**config.mk**
```make
export PLATFORM = sky130hd
export DESIGN_NAME = man_rx_kb
export DESIGN_NICKNAME = d
export VERILOG_FILES = /design/src/rtl/man_rx_kb.sv
export SDC_FILE = /design/constraint.sdc
export NUM_CORES = 1
export LEC_CHECK = 0
export BUFFER_PORTS_ARGS = -buffer_cell sky130_fd_sc_hd__buf_2
export CAP_MARGIN = 20
export CORE_UTILIZATION = 50
export CTS_CLUSTER_SIZE = 12
export DETAILED_ROUTE_END_ITERATION = 16
export GPL_TIMING_DRIVEN = 0
export PLACE_DENSITY = 0.78
export SKIP_LAST_GASP = 1
export SLEW_MARGIN = 10
export SYNTH_ARGS = -nofsm -noshare
export SYNTH_HDL_FRONTEND = slang
export SYNTH_SLANG_ARGS = --single-unit
```
**constraint.sdc**
```tcl
create_clock -name clk_20MHz -period 6.82 [get_ports clk_20MHz]
set_clock_uncertainty 0.05 [all_clocks]
set_input_delay 0.341 -clock clk_20MHz [delete_from_list [all_inputs] [get_ports clk_20MHz]]
set_output_delay 0.341 -clock clk_20MHz [all_outputs]
set_load 0.1 [all_outputs]
```
**src/rtl/man_rx_kb.sv**
```systemverilog
// Manchester line receiver and KB frame decoder: sync hunt, 8 payload words + CRC word.
// Define MAN_RX_SUM_CHECK_EN to also require the word-7 ones'-complement sum for a good frame.
module man_rx_kb #(
  parameter int unsigned SAMPLES_PER_BIT = 8,
  parameter logic [15:0] SYNC_WORD       = 16'h0564
) (
  input  logic        clk_20MHz,
  input  logic        reset_n,
  input  logic        man_rx,
  output logic [15:0] rx_word0,
  output logic [15:0] rx_word1,
  output logic [15:0] rx_word2,
  output logic [15:0] rx_word3,
  output logic [15:0] rx_word4,
  output logic [15:0] rx_word5,
  output logic [15:0] rx_fs_cnt,
  output logic        rx_valid,
  output logic        crc_err,
  output logic        sum_err,
  output logic        man_err,
  output logic [15:0] good_cnt,
  output logic [7:0]  err_cnt
);
  localparam int unsigned WIN_LO  = (3 * SAMPLES_PER_BIT) / 4;
  localparam int unsigned WIN_HI  = (5 * SAMPLES_PER_BIT) / 4;
  localparam int unsigned PW      = $clog2(WIN_HI + 2);
  localparam logic [PW-1:0] PH_LO   = PW'(WIN_LO);
  localparam logic [PW-1:0] PH_HI   = PW'(WIN_HI);
  localparam logic [PW-1:0] PH_LOST = PW'(WIN_HI + 1);
  localparam logic [7:0]  LAST_BIT = 8'd143;
  localparam logic [15:0] CRC_POLY = 16'h3D65;

  typedef enum logic [1:0] {HUNT, DATA, CHECK} state_e;

  state_e           state_q, state_d;
  logic [2:0]       sync_q;
  logic             edge_q, lvl_q;
  logic [PW-1:0]    phase_q, phase_d;
  logic             locked_q, locked_d;
  logic             bit_ok, lost;
  logic [15:0]      win_q, win_nxt;
  logic [15:0]      shreg_q, word_nxt;
  logic [7:0]       bitcnt_q;
  logic [3:0]       widx;
  logic             word_done;
  logic [15:0]      crc_q, crc_nxt;
  logic             crc_fb;
  logic [6:0][15:0] wbuf_q, wout_q;
  logic             crc_ok, sum_ok;
  logic             valid_d, crc_e_d, sum_e_d, man_e_d, err_ev;
  logic             rx_valid_q, crc_err_q, man_err_q;
  logic [15:0]      good_cnt_q;
  logic [7:0]       err_cnt_q;

  // Two synchronizer flops followed by the edge register; lvl_q is the level after the edge.
  always_ff @(posedge clk_20MHz) begin
    if (!reset_n) begin
      sync_q <= '0;
      edge_q <= 1'b0;
      lvl_q  <= 1'b0;
    end else begin
      sync_q <= {sync_q[1:0], man_rx};
      edge_q <= sync_q[1] ^ sync_q[2];
      lvl_q  <= sync_q[1];
    end
  end

  // phase_q counts cycles since the last accepted mid-bit edge; unlocked, any edge is taken.
  always_comb begin
    bit_ok   = edge_q && (!locked_q || (phase_q >= PH_LO && phase_q <= PH_HI));
    lost     = locked_q && (phase_q == PH_LOST);
    locked_d = locked_q;
    phase_d  = phase_q;
    if (bit_ok) begin
      locked_d = 1'b1;
      phase_d  = PW'(1);
    end else begin
      if (lost) locked_d = 1'b0;
      if (phase_q != PH_LOST) phase_d = phase_q + 1'b1;
    end
  end

  always_ff @(posedge clk_20MHz) begin
    if (!reset_n) begin
      phase_q  <= '0;
      locked_q <= 1'b0;
    end else begin
      phase_q  <= phase_d;
      locked_q <= locked_d;
    end
  end

  assign win_nxt   = {win_q[14:0], lvl_q};
  assign word_nxt  = {shreg_q[14:0], lvl_q};
  assign widx      = bitcnt_q[7:4];
  assign word_done = bit_ok && (state_q == DATA) && (bitcnt_q[3:0] == 4'hF);
  assign crc_fb    = lvl_q ^ crc_q[15];
  assign crc_nxt   = {crc_q[14:0], 1'b0} ^ (crc_fb ? CRC_POLY : 16'h0000);
  assign crc_ok    = (shreg_q == ~crc_q);

  // FSM: state register
  always_ff @(posedge clk_20MHz) begin
    if (!reset_n) state_q <= HUNT;
    else          state_q <= state_d;
  end

  // FSM: next state
  always_comb begin
    state_d = state_q;
    unique case (state_q)
      HUNT:    if (bit_ok && win_nxt == SYNC_WORD) state_d = DATA;
      DATA:    if (lost) state_d = HUNT;
               else if (bit_ok && bitcnt_q == LAST_BIT) state_d = CHECK;
      CHECK:   state_d = HUNT;
      default: state_d = HUNT;
    endcase
  end

  // FSM: outputs (registered one cycle later as the pulses)
  always_comb begin
    valid_d = 1'b0;
    crc_e_d = 1'b0;
    sum_e_d = 1'b0;
    man_e_d = 1'b0;
    unique case (state_q)
      DATA:  man_e_d = lost;
      CHECK: begin
        valid_d = crc_ok && sum_ok;
        crc_e_d = !crc_ok;
        sum_e_d = !sum_ok;
      end
      default: ;
    endcase
  end

  assign err_ev = crc_e_d | sum_e_d | man_e_d;

  // Frame datapath: sync window, word shifter, bit counter, CRC and word buffer.
  always_ff @(posedge clk_20MHz) begin
    if (!reset_n) begin
      win_q    <= '0;
      shreg_q  <= '0;
      bitcnt_q <= '0;
      crc_q    <= '0;
      wbuf_q   <= '0;
    end else begin
      unique case (state_q)
        HUNT: begin
          bitcnt_q <= '0;
          crc_q    <= '0;
          if (lost)        win_q <= '0;
          else if (bit_ok) win_q <= win_nxt;
        end
        DATA: begin
          if (lost) win_q <= '0;
          if (bit_ok) begin
            shreg_q  <= word_nxt;
            bitcnt_q <= bitcnt_q + 8'd1;
            if (bitcnt_q < 8'd128) crc_q <= crc_nxt;
            if (word_done && widx < 4'd7) wbuf_q[widx[2:0]] <= word_nxt;
          end
        end
        default: win_q <= '0;
      endcase
    end
  end

`ifdef MAN_RX_SUM_CHECK_EN
  logic [15:0] sum_q, w7_q;
  logic        sum_err_q;

  assign sum_ok = (w7_q == ~sum_q);

  always_ff @(posedge clk_20MHz) begin
    if (!reset_n) begin
      sum_q     <= '0;
      w7_q      <= '0;
      sum_err_q <= 1'b0;
    end else begin
      sum_err_q <= sum_e_d;
      if (state_q == HUNT) sum_q <= '0;
      else if (word_done) begin
        if (widx < 4'd7)       sum_q <= sum_q + word_nxt;
        else if (widx == 4'd7) w7_q  <= word_nxt;
      end
    end
  end

  assign sum_err = sum_err_q;
`else
  assign sum_ok  = 1'b1;
  assign sum_err = 1'b0;
`endif

  // Output registers: words only move on a good frame.
  always_ff @(posedge clk_20MHz) begin
    if (!reset_n) begin
      wout_q     <= '0;
      rx_valid_q <= 1'b0;
      crc_err_q  <= 1'b0;
      man_err_q  <= 1'b0;
      good_cnt_q <= '0;
      err_cnt_q  <= '0;
    end else begin
      rx_valid_q <= valid_d;
      crc_err_q  <= crc_e_d;
      man_err_q  <= man_e_d;
      if (valid_d) begin
        wout_q     <= wbuf_q;
        good_cnt_q <= good_cnt_q + 16'd1;
      end
      if (err_ev && err_cnt_q != 8'hFF) err_cnt_q <= err_cnt_q + 8'd1;
    end
  end

  assign rx_word0  = wout_q[0];
  assign rx_word1  = wout_q[1];
  assign rx_word2  = wout_q[2];
  assign rx_word3  = wout_q[3];
  assign rx_word4  = wout_q[4];
  assign rx_word5  = wout_q[5];
  assign rx_fs_cnt = wout_q[6];
  assign rx_valid  = rx_valid_q;
  assign crc_err   = crc_err_q;
  assign man_err   = man_err_q;
  assign good_cnt  = good_cnt_q;
  assign err_cnt   = err_cnt_q;

endmodule

```
==> impl_results.md <==
* Status: finished, final reports clean
* Port bufs at 141
* P&R area growth vs syn at 18.4%
* CTS H-tree lvls at 2
* Synth Flop Type: dfxtp_1
* Setup violators final at 0
* Initial antenna violation count at 0
* Post-CTS setup buffer count at 0
* Clock transition at path regs at 0.06 ns
* Crit-path cells: xor2_1 > nand4_1 > nor4_4 > nand2_1 > clkbuf_1 > clkbuf_1 > nand2_1 > a21oi_1
* VDD IR max at around 0.14 mV
* Met2 Wirelength at roughly 14 mm
* FMAX at ~340 MHz
* CP Capture Type: flip-flop
* Clk_lat worst skew at approximately 0.52 ns
* Fin crit share at 0.430
* Sink Count at between 300 and 400
* Slew @ Worst Pin at 0.983 ns
* Fin Setup TNS at 0 ns
* Grt ovf at 0
* Die area at about 24000 um^2
* Vert. Die Dim at roughly 160 um
* Worst slew margin at 0.342
* Worst Hold Class: primary input to flip-flop
* Rows at between 50 and 60
* Hold_buf cts at 0
* Detail Route Antenna Nets at 0
* Power Dens Cells at 264 nW/um^2
* Largest net degree at the start of global routing at 13
* Routability cong. at roughly 0.88
* Chip width at around 160 um
* Mapped Area at 11700 um^2
* Leakage at 5.20 nW
* YS warnings at 0
* Number of synthesized register bits at 317
* Metal-1 WL at 13.1 mm
* WS Path Type: flip-flop to flip-flop
* Vias at around 10000
* Met3 WL at 1.68 mm
* Final hold viol count at 0
* Post-synth EDFFs at 0
* Post-synth top area cell: dfxtp_1
* Global-route wire length before repair at 47.8 mm
* Initial Util at 0.514
* Cells after synthesis at between 1000 and 1500
* Layout Nets at between 1500 and 2000
* WL final at a little over 30 mm
* CTS max path bufs at 3
* Initial DRC count at just under 800
* Core Footprint at 22800 um^2
* Root buf cell: clkbuf_16
* Startpoint types: flip-flop
* Min Tclk post-route at 2.94 ns
* Max_cap viols at 0
* TritonCTS clock tree: built
* Routed len/inst at between 15 and 20 um
* Register area share after synthesis at 0.541
* Total CTS buffers at 34
* Avg Synthesized Cell Area at 8.51 um^2
* Largest cells by area after synthesis: dfxtp_1 (54%), nand2_1 (12%), a21oi_1 (7.5%), nand3_1 (4.7%), mux2i_1 (4.6%)
* I/O pin cnt at roughly 140
* Top sig layer: met4
* Syn nets at roughly 1400
* Top-area cell type share of the netlist area at 0.541
* Via density at 5.46
* Remaining routing DRC violations at 0
* Fin. max-slew vios at 0
* Vias in the first global route at 9319
* Dpl hpwl at 21.1 mm
* CP arrival at 3.26 ns
* PostCTS Resize Cnt at 0
* # diodes at 0
* Post-synth cell types at 49
* Fin util at 0.608
* Worst Path Required at 7.14 ns
* Async SR Flop Fraction at 0
* Drt pass-1 iters at 5
* Slowest cell on crit path: nor4_4
* RSZ-0062 raised after global routing: false
* Largest stage delay, worst path at between 0.5 and 0.6 ns
* Share of post-route cells with drive strength above 1 at 0.139
* Crit Path Max Fanout at 10
* GRT Total Usage at 0.249
==> state kept, by name (all words and copies together) (netlist names) <==
name	flops
crc_q	16
bitcnt_q	8
rx_word4	16
err_cnt	8
rx_word3	16
man_err	1
edge_q	1
rx_word1	16
shreg_q	16
rx_fs_cnt	16
crc_err	1
rx_word5	16
locked_q	1
phase_q	4
rx_word2	16
state_q	2
wbuf_q	112
rx_word0	16
win_q	15
rx_valid	1
good_cnt	16
sync_q	3
==> area by class of cell <==
cell class	instances	area (um^2)
clock inverter	6	77.6
buffer	94	392
clock buffer	46	987
tap	313	392
inverter	10	37.5
fill	1978	8940
multi-input combinational	958	4960
timing repair buffer	141	706
sequential	317	6350
==> stage by stage <==
stage / setup WS [ns] / hold slack (ns) / instances / power [mW] / instance area (um^2)
after global placement: 3.98 / 0.364 / 1833 / 1.96 / 12800
after CTS: 3.89 / 0.00492 / 1885 / 3.69 / 13900
after floorplan: 4.48 / 0.362 / 1379 / 1.94 / 11700
after detailed placement: 3.92 / 0.374 / 1833 / 1.96 / 12800
after global routing: 3.77 / 0.0123 / 1885 / 3.76 / 13900
final: 3.88 / 0.0142 / 1885 / 3.68 / 13900
==> path summary, 6_finish.rpt <==
| kind | start | end | slack, ns | depth (start not counted) |
|---|---|---|---|---|
| worst max-delay path | shreg_q[10] | rx_fs_cnt[0] | 3.88 | 8 |
| worst min-delay path | man_rx | sync_q[0] | 0.01 | 2 |
| worst max register to register | shreg_q[10] | rx_fs_cnt[0] | 3.88 | 8 |
| worst min register to register | sync_q[0] | sync_q[1] | 0.38 | 1 |
==> power breakdown <==
group	internal (mW)	total, mW	switching, mW
Sequential	1.85	1.86	0.00263
Clock	1.05	1.76	0.711
Combinational	0.0109	0.0609	0.0500
Total	2.91	3.68	0.764
==> cells in the mapped netlist, drive strengths merged, types with 2 or more instances <==
library cell / number
nand2: 362
o311ai: 2
inv: 10
dfxtp: 317
xnor2: 5
o21ai: 75
o311a: 2
nor4: 11
nor4b: 2
o21a: 3
a21oi: 177
and2: 7
buf: 27
xor2: 31
or2: 2
mux2i: 54
nor2: 40
o41ai: 3
and3: 5
clkbuf: 67
o21bai: 2
or4: 4
ha: 5
nand4: 14
or3: 6
o31ai: 2
nand2b: 12
nand4b: 2
nand3: 111
nor3: 7
nor2b: 3
==> cells in the final DEF, fill, tap and decap left out, types with 6 or more instances in the layout <==
master,netlist,final
and2_1,7,7
o21ai_0,71,71
or3_1,6,6
inv_1,9,9
xor2_1,31,31
clkbuf_8,0,7
buf_2,16,157
nand3_1,111,111
mux2i_1,54,54
dfxtp_1,317,317
nor2_1,40,40
nor4_1,8,8
nand2b_1,12,12
clkbuf_1,67,71
clkbuf_16,0,35
nand4_1,14,14
a21oi_1,177,177
nand2_1,362,362
buf_1,7,7
==> layer usage <==
metal | global-route usage | vias up
met3 | 0.0390 | 79
met5 | 0 | -
met4 | 0.117 | 0
met1 | 0.316 | 4889
li1 | - | 5006
met2 | 0.415 | 316
==> kinds of logic after synthesis <==
kind of cell	Yosys count	share of synthesized area
AOI/OAI and AO/OA	271	0.121
xor gates and xnor gates	36	0.0269
adders and majority gates	5	0.00533
buffers and inverters	104	0.0366
DFF	317	0.541
muxes	54	0.0460
other	1	0.000319
and+or+nand+nor	591	0.223
==> critical path: cells and delay by family (launching register included) <==
kind / cells / cell delay [ns]
compound gates: 1 / 0.08
xor+xnor: 1 / 0.19
buf+inv: 2 / 0.84
flops: 1 / 0.43
simple gates: 4 / 1.19
Power figures use the tool's default switching activity.
